File: config.mk
export PLATFORM = sky130hd
export DESIGN_NAME = note_player_mc_flat
export DESIGN_NICKNAME = d
export VERILOG_FILES = /design/src/rtl/note_player_mc_if.sv /design/src/rtl/note_player_mc.sv /design/src/flat_wrapper.sv
export SDC_FILE = /design/constraint.sdc
export NUM_CORES = 1
export LEC_CHECK = 0
export CAP_MARGIN = 20
export CORE_MARGIN = 5
export CORE_UTILIZATION = 49
export CTS_CLUSTER_DIAMETER = 80
export CTS_CLUSTER_SIZE = 10
export DETAILED_ROUTE_END_ITERATION = 7
export HOLD_SLACK_MARGIN = 0.06
export PLACE_DENSITY_LB_ADDON = 0.08
export SKIP_LAST_GASP = 1
export SYNTH_ARGS = -nofsm -noshare
export SYNTH_HDL_FRONTEND = slang
export SYNTH_SLANG_ARGS = --single-unit
File: constraint.sdc
create_clock -name i_clk -period 4.2 [get_ports i_clk]
set_input_delay 1.05 -clock i_clk [delete_from_list [all_inputs] [get_ports i_clk]]
set_output_delay 1.05 -clock i_clk [all_outputs]
set_load 0.05 [all_outputs]
File: src/rtl/note_player_mc_if.sv
// note_player_mc_if: shared ROM port between the note player and its ROM.
// The master drives a registered address; the slave returns data later.
interface note_player_mc_if #(
  parameter int ROM_ADDR_WIDTH = 8
);
  logic [ROM_ADDR_WIDTH-1:0] rom_addr;
  logic [15:0]               rom_data;

  modport master (
    output rom_addr,
    input  rom_data
  );

  modport slave (
    input  rom_addr,
    output rom_data
  );
endinterface

File: src/rtl/note_player_mc.sv
// note_player_mc: multi-voice note player scanning channels per frame.
// One ROM port is shared; each channel fetches phase delta and envelope.
module note_player_mc #(
  parameter int NUM_CHANNELS   = 4,
  parameter int PHASE_WIDTH    = 32,
  parameter int ENV_WIDTH      = 9,
  parameter int ROM_ADDR_WIDTH = 8,
  parameter int ROM_LATENCY    = 1,
  localparam int CW = (NUM_CHANNELS > 1) ? $clog2(NUM_CHANNELS) : 1
) (
  input  logic                              i_clk,
  input  logic                              i_rst,
  input  logic                              i_frame_stb,
  input  logic                              i_load,
  input  logic [CW-1:0]                     i_load_ch,
  input  logic [5:0]                        i_pitch,
  input  logic [4:0]                        i_duration,
  input  logic [3:0]                        i_instrument,
  output logic                              o_busy,
  output logic                              o_update,
  output logic                              o_overrun,
  output logic [NUM_CHANNELS-1:0]           o_done,
  output logic [NUM_CHANNELS-1:0]           o_active,
  output logic [NUM_CHANNELS*PHASE_WIDTH-1:0] o_phase_delta,
  output logic [NUM_CHANNELS*ENV_WIDTH-1:0] o_envelope,
  note_player_mc_if.master                  rom
);

  typedef enum logic [2:0] {
    IDLE,
    CH_SELECT,
    RD_PLO,
    RD_PHI,
    RD_LEN,
    RD_ENV,
    CH_NEXT
  } state_t;

  state_t state_q;
  state_t state_d;

  logic [CW-1:0]             ch_q;
  logic [1:0]                wait_q;
  logic [ROM_ADDR_WIDTH-1:0] addr_q;
  logic [ROM_ADDR_WIDTH-1:0] addr_d;

  logic [NUM_CHANNELS-1:0] pend_q;
  logic [5:0]              pend_pitch [NUM_CHANNELS];
  logic [4:0]              pend_dur   [NUM_CHANNELS];
  logic [3:0]              pend_ins   [NUM_CHANNELS];

  logic [5:0]             pitch_q [NUM_CHANNELS];
  logic [3:0]             ins_q   [NUM_CHANNELS];
  logic [3:0]             len_q   [NUM_CHANNELS];
  logic [3:0]             step_q  [NUM_CHANNELS];
  logic [4:0]             rem_q   [NUM_CHANNELS];
  logic [PHASE_WIDTH-1:0] phase_q [NUM_CHANNELS];
  logic [ENV_WIDTH-1:0]   env_q   [NUM_CHANNELS];
  logic [NUM_CHANNELS-1:0] act_q;

  logic [NUM_CHANNELS-1:0] done_q;
  logic                    upd_q;
  logic                    ovr_q;

  logic       cur_pend;
  logic       cur_act;
  logic [4:0] cur_rem;
  logic [3:0] step_inc;
  logic       is_rd;
  logic       rd_done;
  logic       is_last;
  logic       ld_ok;

  logic [ROM_ADDR_WIDTH-1:0] a_plo;
  logic [ROM_ADDR_WIDTH-1:0] a_phi;
  logic [ROM_ADDR_WIDTH-1:0] a_len;
  logic [ROM_ADDR_WIDTH-1:0] a_env0;
  logic [ROM_ADDR_WIDTH-1:0] a_envs;

  function automatic logic [3:0] nib(
    input logic [15:0] w,
    input logic [1:0]  s
  );
    logic [3:0] r;
    unique case (s)
      2'd0: r = w[15:12];
      2'd1: r = w[11:8];
      2'd2: r = w[7:4];
      default: r = w[3:0];
    endcase
    return r;
  endfunction

  assign cur_pend = pend_q[ch_q];
  assign cur_act  = act_q[ch_q];
  assign cur_rem  = rem_q[ch_q];
  assign is_last  = (ch_q == CW'(NUM_CHANNELS - 1));
  assign is_rd    = (state_q == RD_PLO) || (state_q == RD_PHI) ||
                    (state_q == RD_LEN) || (state_q == RD_ENV);
  assign rd_done  = is_rd && (wait_q == 2'(ROM_LATENCY));
  assign ld_ok    = ({1'b0, i_load_ch} < (CW+1)'(NUM_CHANNELS));

  assign step_inc = (step_q[ch_q] < len_q[ch_q]) ?
                    step_q[ch_q] + 4'd1 : len_q[ch_q];

  assign a_plo  = ROM_ADDR_WIDTH'({pend_pitch[ch_q], 1'b0});
  assign a_phi  = ROM_ADDR_WIDTH'({pitch_q[ch_q], 1'b1});
  assign a_len  = ROM_ADDR_WIDTH'(8'h80 + {6'd0, ins_q[ch_q][3:2]});
  assign a_env0 = ROM_ADDR_WIDTH'(8'h84 + {2'd0, ins_q[ch_q], 2'd0});
  assign a_envs = ROM_ADDR_WIDTH'(8'h84 + {2'd0, ins_q[ch_q], 2'd0} +
                                  {6'd0, step_inc[3:2]});

  // State register.
  always_ff @(posedge i_clk) begin
    if (i_rst) begin
      state_q <= IDLE;
    end else begin
      state_q <= state_d;
    end
  end

  // Next state and the address for the read being entered.
  always_comb begin
    state_d = state_q;
    addr_d  = '0;
    unique case (state_q)
      IDLE: begin
        if (i_frame_stb) state_d = CH_SELECT;
      end
      CH_SELECT: begin
        if (cur_pend) begin
          state_d = RD_PLO;
          addr_d  = a_plo;
        end else if (cur_act && (cur_rem != 5'd0)) begin
          state_d = RD_ENV;
          addr_d  = a_envs;
        end else begin
          state_d = CH_NEXT;
        end
      end
      RD_PLO: begin
        if (rd_done) begin
          state_d = RD_PHI;
          addr_d  = a_phi;
        end else begin
          addr_d  = addr_q;
        end
      end
      RD_PHI: begin
        if (rd_done) begin
          state_d = RD_LEN;
          addr_d  = a_len;
        end else begin
          addr_d  = addr_q;
        end
      end
      RD_LEN: begin
        if (rd_done) begin
          state_d = RD_ENV;
          addr_d  = a_env0;
        end else begin
          addr_d  = addr_q;
        end
      end
      RD_ENV: begin
        if (rd_done) begin
          state_d = CH_NEXT;
        end else begin
          addr_d  = addr_q;
        end
      end
      CH_NEXT: begin
        state_d = is_last ? IDLE : CH_SELECT;
      end
      default: state_d = IDLE;
    endcase
  end

  // Channel datapath: pending slots, live voice state and pulses.
  always_ff @(posedge i_clk) begin
    if (i_rst) begin
      ch_q   <= '0;
      wait_q <= '0;
      addr_q <= '0;
      pend_q <= '0;
      act_q  <= '0;
      done_q <= '0;
      upd_q  <= 1'b0;
      ovr_q  <= 1'b0;
      for (int c = 0; c < NUM_CHANNELS; c++) begin
        pend_pitch[c] <= '0;
        pend_dur[c]   <= '0;
        pend_ins[c]   <= '0;
        pitch_q[c]    <= '0;
        ins_q[c]      <= '0;
        len_q[c]      <= '0;
        step_q[c]     <= '0;
        rem_q[c]      <= '0;
        phase_q[c]    <= '0;
        env_q[c]      <= '0;
      end
    end else begin
      done_q <= '0;
      upd_q  <= 1'b0;
      ovr_q  <= (state_q != IDLE) && i_frame_stb;
      addr_q <= addr_d;
      wait_q <= (is_rd && !rd_done) ? wait_q + 2'd1 : 2'd0;
      unique case (state_q)
        IDLE: begin
          if (i_frame_stb) ch_q <= '0;
        end
        CH_SELECT: begin
          if (cur_pend) begin
            pitch_q[ch_q] <= pend_pitch[ch_q];
            ins_q[ch_q]   <= pend_ins[ch_q];
            rem_q[ch_q]   <= pend_dur[ch_q];
            step_q[ch_q]  <= 4'd0;
            pend_q[ch_q]  <= 1'b0;
          end else if (cur_act && (cur_rem == 5'd0)) begin
            act_q[ch_q]   <= 1'b0;
            phase_q[ch_q] <= '0;
            env_q[ch_q]   <= '0;
            done_q[ch_q]  <= 1'b1;
          end else if (cur_act) begin
            rem_q[ch_q]   <= cur_rem - 5'd1;
            step_q[ch_q]  <= step_inc;
          end
        end
        RD_PLO: begin
          if (rd_done) phase_q[ch_q][15:0] <= rom.rom_data;
        end
        RD_PHI: begin
          if (rd_done) phase_q[ch_q][31:16] <= rom.rom_data;
        end
        RD_LEN: begin
          if (rd_done) len_q[ch_q] <= nib(rom.rom_data, ins_q[ch_q][1:0]);
        end
        RD_ENV: begin
          if (rd_done) begin
            env_q[ch_q] <= ENV_WIDTH'(nib(rom.rom_data, step_q[ch_q][1:0]))
                           << (ENV_WIDTH - 4);
            act_q[ch_q] <= 1'b1;
          end
        end
        CH_NEXT: begin
          if (is_last) upd_q <= 1'b1;
          else         ch_q  <= ch_q + CW'(1);
        end
        default: ;
      endcase
      if (i_load && ld_ok) begin
        pend_q[i_load_ch]     <= 1'b1;
        pend_pitch[i_load_ch] <= i_pitch;
        pend_dur[i_load_ch]   <= i_duration;
        pend_ins[i_load_ch]   <= i_instrument;
      end
    end
  end

  for (genvar c = 0; c < NUM_CHANNELS; c++) begin : g_out
    assign o_phase_delta[c*PHASE_WIDTH +: PHASE_WIDTH] = phase_q[c];
    assign o_envelope[c*ENV_WIDTH +: ENV_WIDTH]        = env_q[c];
  end

  assign o_busy       = (state_q != IDLE);
  assign o_update     = upd_q;
  assign o_overrun    = ovr_q;
  assign o_done       = done_q;
  assign o_active     = act_q;
  assign rom.rom_addr = addr_q;

endmodule
File: src/flat_wrapper.sv
// flat-port wrapper written by rule: the top's interface ports become plain ports
module note_player_mc_flat 
#(
  parameter int NUM_CHANNELS   = 4,
  parameter int PHASE_WIDTH    = 32,
  parameter int ENV_WIDTH      = 9,
  parameter int ROM_ADDR_WIDTH = 8,
  parameter int ROM_LATENCY    = 1,
  localparam int CW = (NUM_CHANNELS > 1) ? $clog2(NUM_CHANNELS) : 1
)
  (i_clk, i_rst, i_frame_stb, i_load, i_load_ch, i_pitch, i_duration, i_instrument, o_busy, o_update, o_overrun, o_done, o_active, o_phase_delta, o_envelope, rom_rom_addr, rom_rom_data);
  note_player_mc_if #(.ROM_ADDR_WIDTH(ROM_ADDR_WIDTH)) rom_i ();
  input  logic i_clk;
  input  logic i_rst;
  input  logic i_frame_stb;
  input  logic i_load;
  input  logic [CW-1:0] i_load_ch;
  input  logic [5:0] i_pitch;
  input  logic [4:0] i_duration;
  input  logic [3:0] i_instrument;
  output logic o_busy;
  output logic o_update;
  output logic o_overrun;
  output logic [NUM_CHANNELS-1:0] o_done;
  output logic [NUM_CHANNELS-1:0] o_active;
  output logic [NUM_CHANNELS*PHASE_WIDTH-1:0] o_phase_delta;
  output logic [NUM_CHANNELS*ENV_WIDTH-1:0] o_envelope;
  output wire logic [$bits(rom_i.rom_addr)-1:0] rom_rom_addr;
  input wire logic [$bits(rom_i.rom_data)-1:0] rom_rom_data;
  assign rom_rom_addr = rom_i.rom_addr;
  assign rom_i.rom_data = rom_rom_data;
  note_player_mc #(.NUM_CHANNELS(NUM_CHANNELS), .PHASE_WIDTH(PHASE_WIDTH), .ENV_WIDTH(ENV_WIDTH), .ROM_ADDR_WIDTH(ROM_ADDR_WIDTH), .ROM_LATENCY(ROM_LATENCY)) u_core (.i_clk(i_clk), .i_rst(i_rst), .i_frame_stb(i_frame_stb), .i_load(i_load), .i_load_ch(i_load_ch), .i_pitch(i_pitch), .i_duration(i_duration), .i_instrument(i_instrument), .o_busy(o_busy), .o_update(o_update), .o_overrun(o_overrun), .o_done(o_done), .o_active(o_active), .o_phase_delta(o_phase_delta), .o_envelope(o_envelope), .rom(rom_i));
endmodule
* Word-level counts from Yosys, hierarchy flattened *
Memory sizes are Yosys's and may differ from the RTL's. A register that Yosys moved wholly into a read port is not among the register bits.
Index checks and enable logic that the tools add are counted.

word-level totals
  word-level logic and storage cells = 230
  memories = 10
  input bits = 37
  output and inout port bits = 183
  flip-flop bits (word level) = 29
  bits in writable memories = 296

memories
  memory             words  bits a word  read ports  clocked after Yosys merged registers in  wr ports  RTL line              RTL
  u_core.phase_q     4      32           4           0                                        4         note_player_mc.sv:57  logic [PHASE_WIDTH-1:0] phase_q [NUM_CHANNELS];
  u_core.pend_pitch  4      6            1           1                                        4         note_player_mc.sv:48  logic [5:0] pend_pitch [NUM_CHANNELS];
  u_core.pitch_q     4      6            1           1                                        4         note_player_mc.sv:52  logic [5:0] pitch_q [NUM_CHANNELS];
  u_core.pend_dur    4      5            1           1                                        4         note_player_mc.sv:49  logic [4:0] pend_dur [NUM_CHANNELS];
  u_core.rem_q       4      5            1           1                                        4         note_player_mc.sv:56  logic [4:0] rem_q [NUM_CHANNELS];
  u_core.env_q       4      4            4           0                                        4         note_player_mc.sv:58  logic [ENV_WIDTH-1:0] env_q [NUM_CHANNELS];
  +4 memories        --     --           --          --                                       --        --

cells by class
  $add $sub $neg = 7
  order comparisons = 5
  reduce and logical (&&, ||, !) cells = 36
  multiplexer cells = 129
  bitwise operators = 14
  equal/unequal tests = 20

operator list
  operator                                                          number
  4-bit 2-to-1 mux                                                  21
  2-bit 2-to-1 mux                                                  30
  1-bit 2-to-1 mux                                                  48
  8-bit 2-to-1 mux                                                  6
  8-bit case mux with 5 select lines                                1
  16-bit 2-to-1 mux                                                 2
  32-bit 2-to-1 mux                                                 1
  32-bit OR reduction                                               1
  4-bit case mux with 3 select lines                                2
  4-bit OR reduction                                                6
  3-bit case mux with 7 select lines                                1
  3-bit 2-to-1 mux                                                  6
  5-bit 2-to-1 mux                                                  3
  6-bit 2-to-1 mux                                                  2
  6-bit OR reduction                                                2
  2-bit by 1-bit != test with 1-bit output (second input constant)  5
  5-bit OR reduction                                                2
  3-bit equality test (second input constant)                       3
  8-bit by 2-bit adder with 8-bit output                            1
  8-bit by 2-bit adder with 8-bit output (first input constant)     1
  8-bit by 6-bit adder with 8-bit output (first input constant)     1
  4-bit bitwise AND                                                 2
  4-bit OR                                                          2
  4-bit case mux with 2 select lines                                1
  30 further kinds                                                  61

* Depth between registers and ports, before layout *
  depth after elaboration = 12
  mapped depth = 13
  mapped depth without buffers = 10

* Least setup slack after synthesis *
OpenSTA, ideal clock, no wires.

  path kind = register -> register
  from = reg (tool-made name)
  to = mem u_core.phase_q[3][0], enable pin
  data required time = 3786 ps
  arrival time = 3574 ps
  path buffers = 2
  slack = 212 ps
  stages on the path, launching flop included = 10
  period minus slack after synthesis = 3988 ps
  library setup time = 414 ps
  path through = dfxtp_1 buf_6 buf_2 mux4_2 inv_1 ha_1 or4b_4 nor3_2 nor2_1 o31ai_1

RTL lines
  element        RTL line
  end, declared  note_player_mc.sv:57

* Worst setup path in the final report *
  from = reg u_core.state_q[0]
  to = out o_busy

between the ends
  longest elaborated chain between the ends = 1

RTL lines
  element                 RTL line               RTL
  start, declared         note_player_mc.sv:39   state_t state_q;
  start signal, assigned  note_player_mc.sv:118  state_q <= state_d;
  3-bit nonzero test      note_player_mc.sv:265  assign o_busy = (state_q != IDLE);
  end, declared           flat_wrapper.sv:21     output logic o_busy;

No other way between the ends.

==> results.rst <==
.. list-table::
   :header-rows: 1

   * - Metric
     - Value
   * - Vertical die dimension
     - between 150 and 200 um
   * - Filler Cell Count
     - between 2000 and 2500
   * - Core area
     - roughly 29000 um2
   * - Clock network latency to the later pin of the worst-skew pair
     - a little over 0.5 ns
   * - Setup repair after global routing missed its margin
     - false
   * - Final-layout worst hold slack
     - between 0.4 and 0.5 ns
   * - Post-route design area
     - 17700 um2
   * - Peak supply drop
     - between 0.0002 and 0.0003 V
   * - Pin count of the biggest net entering global routing
     - 65
   * - Count of non-filler cells in the finished layout
     - roughly 1700
   * - Area leader, netlist
     - sky130_fd_sc_hd__edfxtp_1
   * - Buffer count from post-CTS setup fixing
     - 0
   * - F_max
     - 269 MHz
   * - Number of flops mapped to enable cells by yosys
     - around 300
   * - Max-cap check violation count
     - 0
   * - Post-synthesis share of cell area spent on and, or, nand and nor gates
     - between 10% and 20%
   * - Cell-by-cell trace of the critical path
     - clkinv_1 -> nand2_1 -> clkdlybuf4s50_1
   * - Post-place instance area
     - 16600 um2
   * - Lkg Pwr
     - ~6.9 nW
   * - Number of failing hold endpoints at the final stage
     - 0
   * - Setup TNS
     - 0 ns
   * - Top cells by instance count after synthesis
     - sky130_fd_sc_hd__edfxtp_1, sky130_fd_sc_hd__and3_1, sky130_fd_sc_hd__and2_1, sky130_fd_sc_hd__nand2_1, sky130_fd_sc_hd__nor2_1
   * - Clock sink total
     - about 330
   * - Top layer used by detailed routing
     - met5
   * - Slew HR
     - between 40% and 50%
   * - Number of antenna violations at the first check in global routing
     - 1
   * - Nature of the critical path endpoint
     - output port
   * - Most frequent cell after synthesis
     - sky130_fd_sc_hd__edfxtp_1
   * - Highest cell delay on the worst timing path
     - a little over 0.8 ns
   * - Mux contribution to synthesized area
     - slightly above 7%
   * - Setup slack at placement
     - between 0.7 and 0.8 ns
   * - First-pass GRT wire length
     - around 54000 um
   * - Result of the run
     - finished clean
   * - Hold/Removal Path Class
     - reg2reg
   * - Min-Delay Path Depth
     - 1
   * - DRT Wirelength
     - roughly 36000 um
   * - Data arrival time at the worst-slack endpoint
     - approximately 2.7 ns
   * - Cell at the root of the clock tree
     - sky130_fd_sc_hd__clkbuf_16
   * - Area taken by multi-input logic gates
     - 4250 um2
   * - Final core utilization
     - roughly three fifths
   * - Combinational family with the most area after synthesis
     - simple AND/OR/NAND/NOR gates
   * - Residual antenna-violating net count after detailed routing
     - 0
   * - Input/output buffers
     - between 150 and 200
   * - Critical path class
     - reg2out
   * - Post-synthesis area per instance
     - about 14 um2
   * - Number of levels in the clock H-tree
     - 2
   * - Post-placement cell count
     - about 1600
   * - Synthesized-area fraction occupied by ao, oa, aoi and oai cells
     - between 3 and 4%
   * - Portion of synthesized cell area occupied by the leading cell type
     - 62.8%
   * - Async SR Flop Fraction
     - 0%
   * - Starting Density
     - between 40% and 50%
   * - Final RePlAce weighted congestion
     - 0.866
   * - Max Root-Sink Buffers
     - 3
   * - Vias in the first global route
     - approximately 9000
   * - Worst path slowest cell
     - sky130_fd_sc_hd__clkdlybuf4s50_1
   * - Placement Rows
     - 62
   * - Area growth from synthesis to layout
     - 25.1%
   * - CTS Buf Count
     - 38
   * - Routed wire per std cell
     - 21.6 um
   * - Final critical path time including I/O delays and setup
     - 3.72 ns
   * - Parity-gate share of the synthesized area counting xor and xnor cells
     - less than 1%
   * - Synthesized cell area
     - around 14000 um2
   * - Post-layout worst setup margin
     - a little under 0.5 ns
   * - Post-route met1 wirelength
     - 15400 um
   * - Clock tree from TritonCTS
     - yes
   * - Total number of vias
     - just over 9000
   * - Total count of max-transition violations in the final report
     - 0
   * - Most used DFF post-synth
     - sky130_fd_sc_hd__edfxtp_1
   * - Amount of wire on met3 after detailed routing
     - ~2700 um
   * - Required time worst endpoint
     - roughly 3.2 ns
   * - Synthesized-area fraction occupied by adder cells
     - under 10%
   * - Final critical-path share of the clock period
     - 88.5%
   * - Hold buffer count at CTS
     - 0
   * - Worst clock skew on the final layout
     - between 0.01 and 0.015 ns
   * - Detailed-placement wirelength estimate
     - between 20000 and 25000 um
   * - I/O pin cnt
     - between 200 and 250
   * - 1st-pass router iterations
     - 7
   * - Setup crit start kind
     - flip-flop
   * - FF+latch area
     - 9510 um2
   * - Die width
     - 180 um
   * - Inserted Diodes
     - 0
   * - Total Power Consumption
     - between 7 and 8 mW
   * - Via density
     - approximately 5.5
   * - Number of different library cells in the post-synthesis netlist
     - 49
   * - Global-route usage over all layers
     - between 20% and 30%
   * - Slew at the pin closest to its max-slew limit
     - about 0.83 ns
   * - Register area share after synthesis
     - between 60% and 70%
   * - Worst Reg-to-Reg Cells
     - 8
   * - Syn Inst Count
     - 1038
   * - Total congestion overflow
     - 0
   * - Clock transition at the register clock pins on the worst setup and hold paths after CTS
     - 0.06 ns
   * - Die area
     - between 30000 and 40000 um2
   * - Wire length on met2
     - ~17000 um
   * - Critical Path Fanout Max
     - 16
   * - Number of gates resized after cts
     - 0
   * - Final net count
     - ~1300
   * - Areal power density over the cells
     - 450 nW/um2
   * - Residual DRC
     - 0
   * - Share of post-route cells with drive strength above 1
     - roughly 11%
   * - Total of endpoints with negative setup slack in the final report
     - 0
   * - Synth top area cells
     - sky130_fd_sc_hd__edfxtp_1, sky130_fd_sc_hd__mux4_2, sky130_fd_sc_hd__and3_1
   * - Register bit total from synthesis
     - approximately 330
   * - Number of warning messages in the yosys log
     - 0
   * - Drt first-iter violations
     - between 700 and 800
==> logic make-up after synthesis <==
| group | count (synthesis) |
|---|---|
| simple gates | 447 |
| fa+ha+maj | 17 |
| flops | 327 |
| mux | 55 |
| xor+xnor | 6 |
| other cells | 1 |
| buf+inv | 109 |
| compound gates | 76 |
==> path summary, 6_finish.rpt <==
path                                                     start                         endpoint  slack (ns)
worst max-delay path            u_core.state_q[0]$_SDFFE_PP0P_                           o_busy        0.48
worst min-delay path               u_core.wait_q[0]$_SDFF_PP0_      u_core.wait_q[0]$_SDFF_PP0_        0.43
worst max register to register                       flip-flop  u_core.phase_q[3][18]$_DFFE_PP_        0.76
worst min register to register     u_core.wait_q[0]$_SDFF_PP0_      u_core.wait_q[0]$_SDFF_PP0_        0.43
==> metal layers <==
metal  vias up  track usage (%)
met5         -                0
met4         2             5.47
met3        62             4.24
met2       398             35.3
met1      4446             29.7
li1       4201                -
==> flip-flops by register name (all words and copies together) (netlist names), named ones only <==
name / count
u_core.state_q: 3
u_core.pend_q: 4
u_core.pend_dur: 20
u_core.wait_q: 2
u_core.ch_q: 2
u_core.ins_q: 16
u_core.o_update: 1
u_core.env_q: 16
u_core.rom.rom_addr: 8
u_core.pend_pitch: 24
u_core.pend_ins: 16
u_core.o_overrun: 1
u_core.pitch_q: 24
u_core.step_q: 16
u_core.o_done: 4
u_core.rem_q: 20
u_core.phase_q: 128
u_core.len_q: 16
==> power breakdown <==
group | total [mW] | internal (mW) | switching (mW)
sequential | 3.84 | 3.72 | 0.116
clock | 2.94 | 1.73 | 1.21
combinational | 1.19 | 0.390 | 0.804
==> critical path: cells and delay by family, from the launching register on <==
family / cells / cell delay (ns)
DFF: 1 / 0.69
buffers and inverters: 2 / 1.25
and+or+nand+nor: 1 / 0.23
==> placed cells by master, fill, tap and decap left out, drive strengths merged, types with 2 or more instances in the layout <==
| master | count |
|---|---|
| edfxtp | 296 |
| clkdlybuf4s50 | 199 |
| and3 | 123 |
| and2 | 102 |
| nand2 | 89 |
| nor2 | 86 |
| clkbuf | 67 |
| buf | 38 |
| mux4 | 37 |
| dfxtp | 31 |
| inv | 27 |
| o21ai | 25 |
| conb | 20 |
| ha | 17 |
| mux2i | 15 |
| a21oi | 13 |
| nor3 | 10 |
| nand3 | 9 |
| a222oi | 8 |
| a22oi | 8 |
| nor2b | 6 |
| nand2b | 6 |
| or2 | 6 |
| a22o | 6 |
| a31o | 5 |
| xor2 | 4 |
| mux2 | 3 |
| nor3b | 3 |
| a211oi | 3 |
| or3 | 2 |
| xnor2 | 2 |
| a31oi | 2 |
| clkinv | 2 |
| nor4 | 2 |
==> layout make-up <==
class | count | share of cell area (%)
clock buffer | 67 | 6.10
sequential | 327 | 53.7
clock inverter | 2 | 0.0777
inverter | 27 | 0.572
timing repair buffer | 237 | 12.9
multi-input combinational | 621 | 24.0
tap | 384 | 2.71
Power figures use the tool's default switching activity.
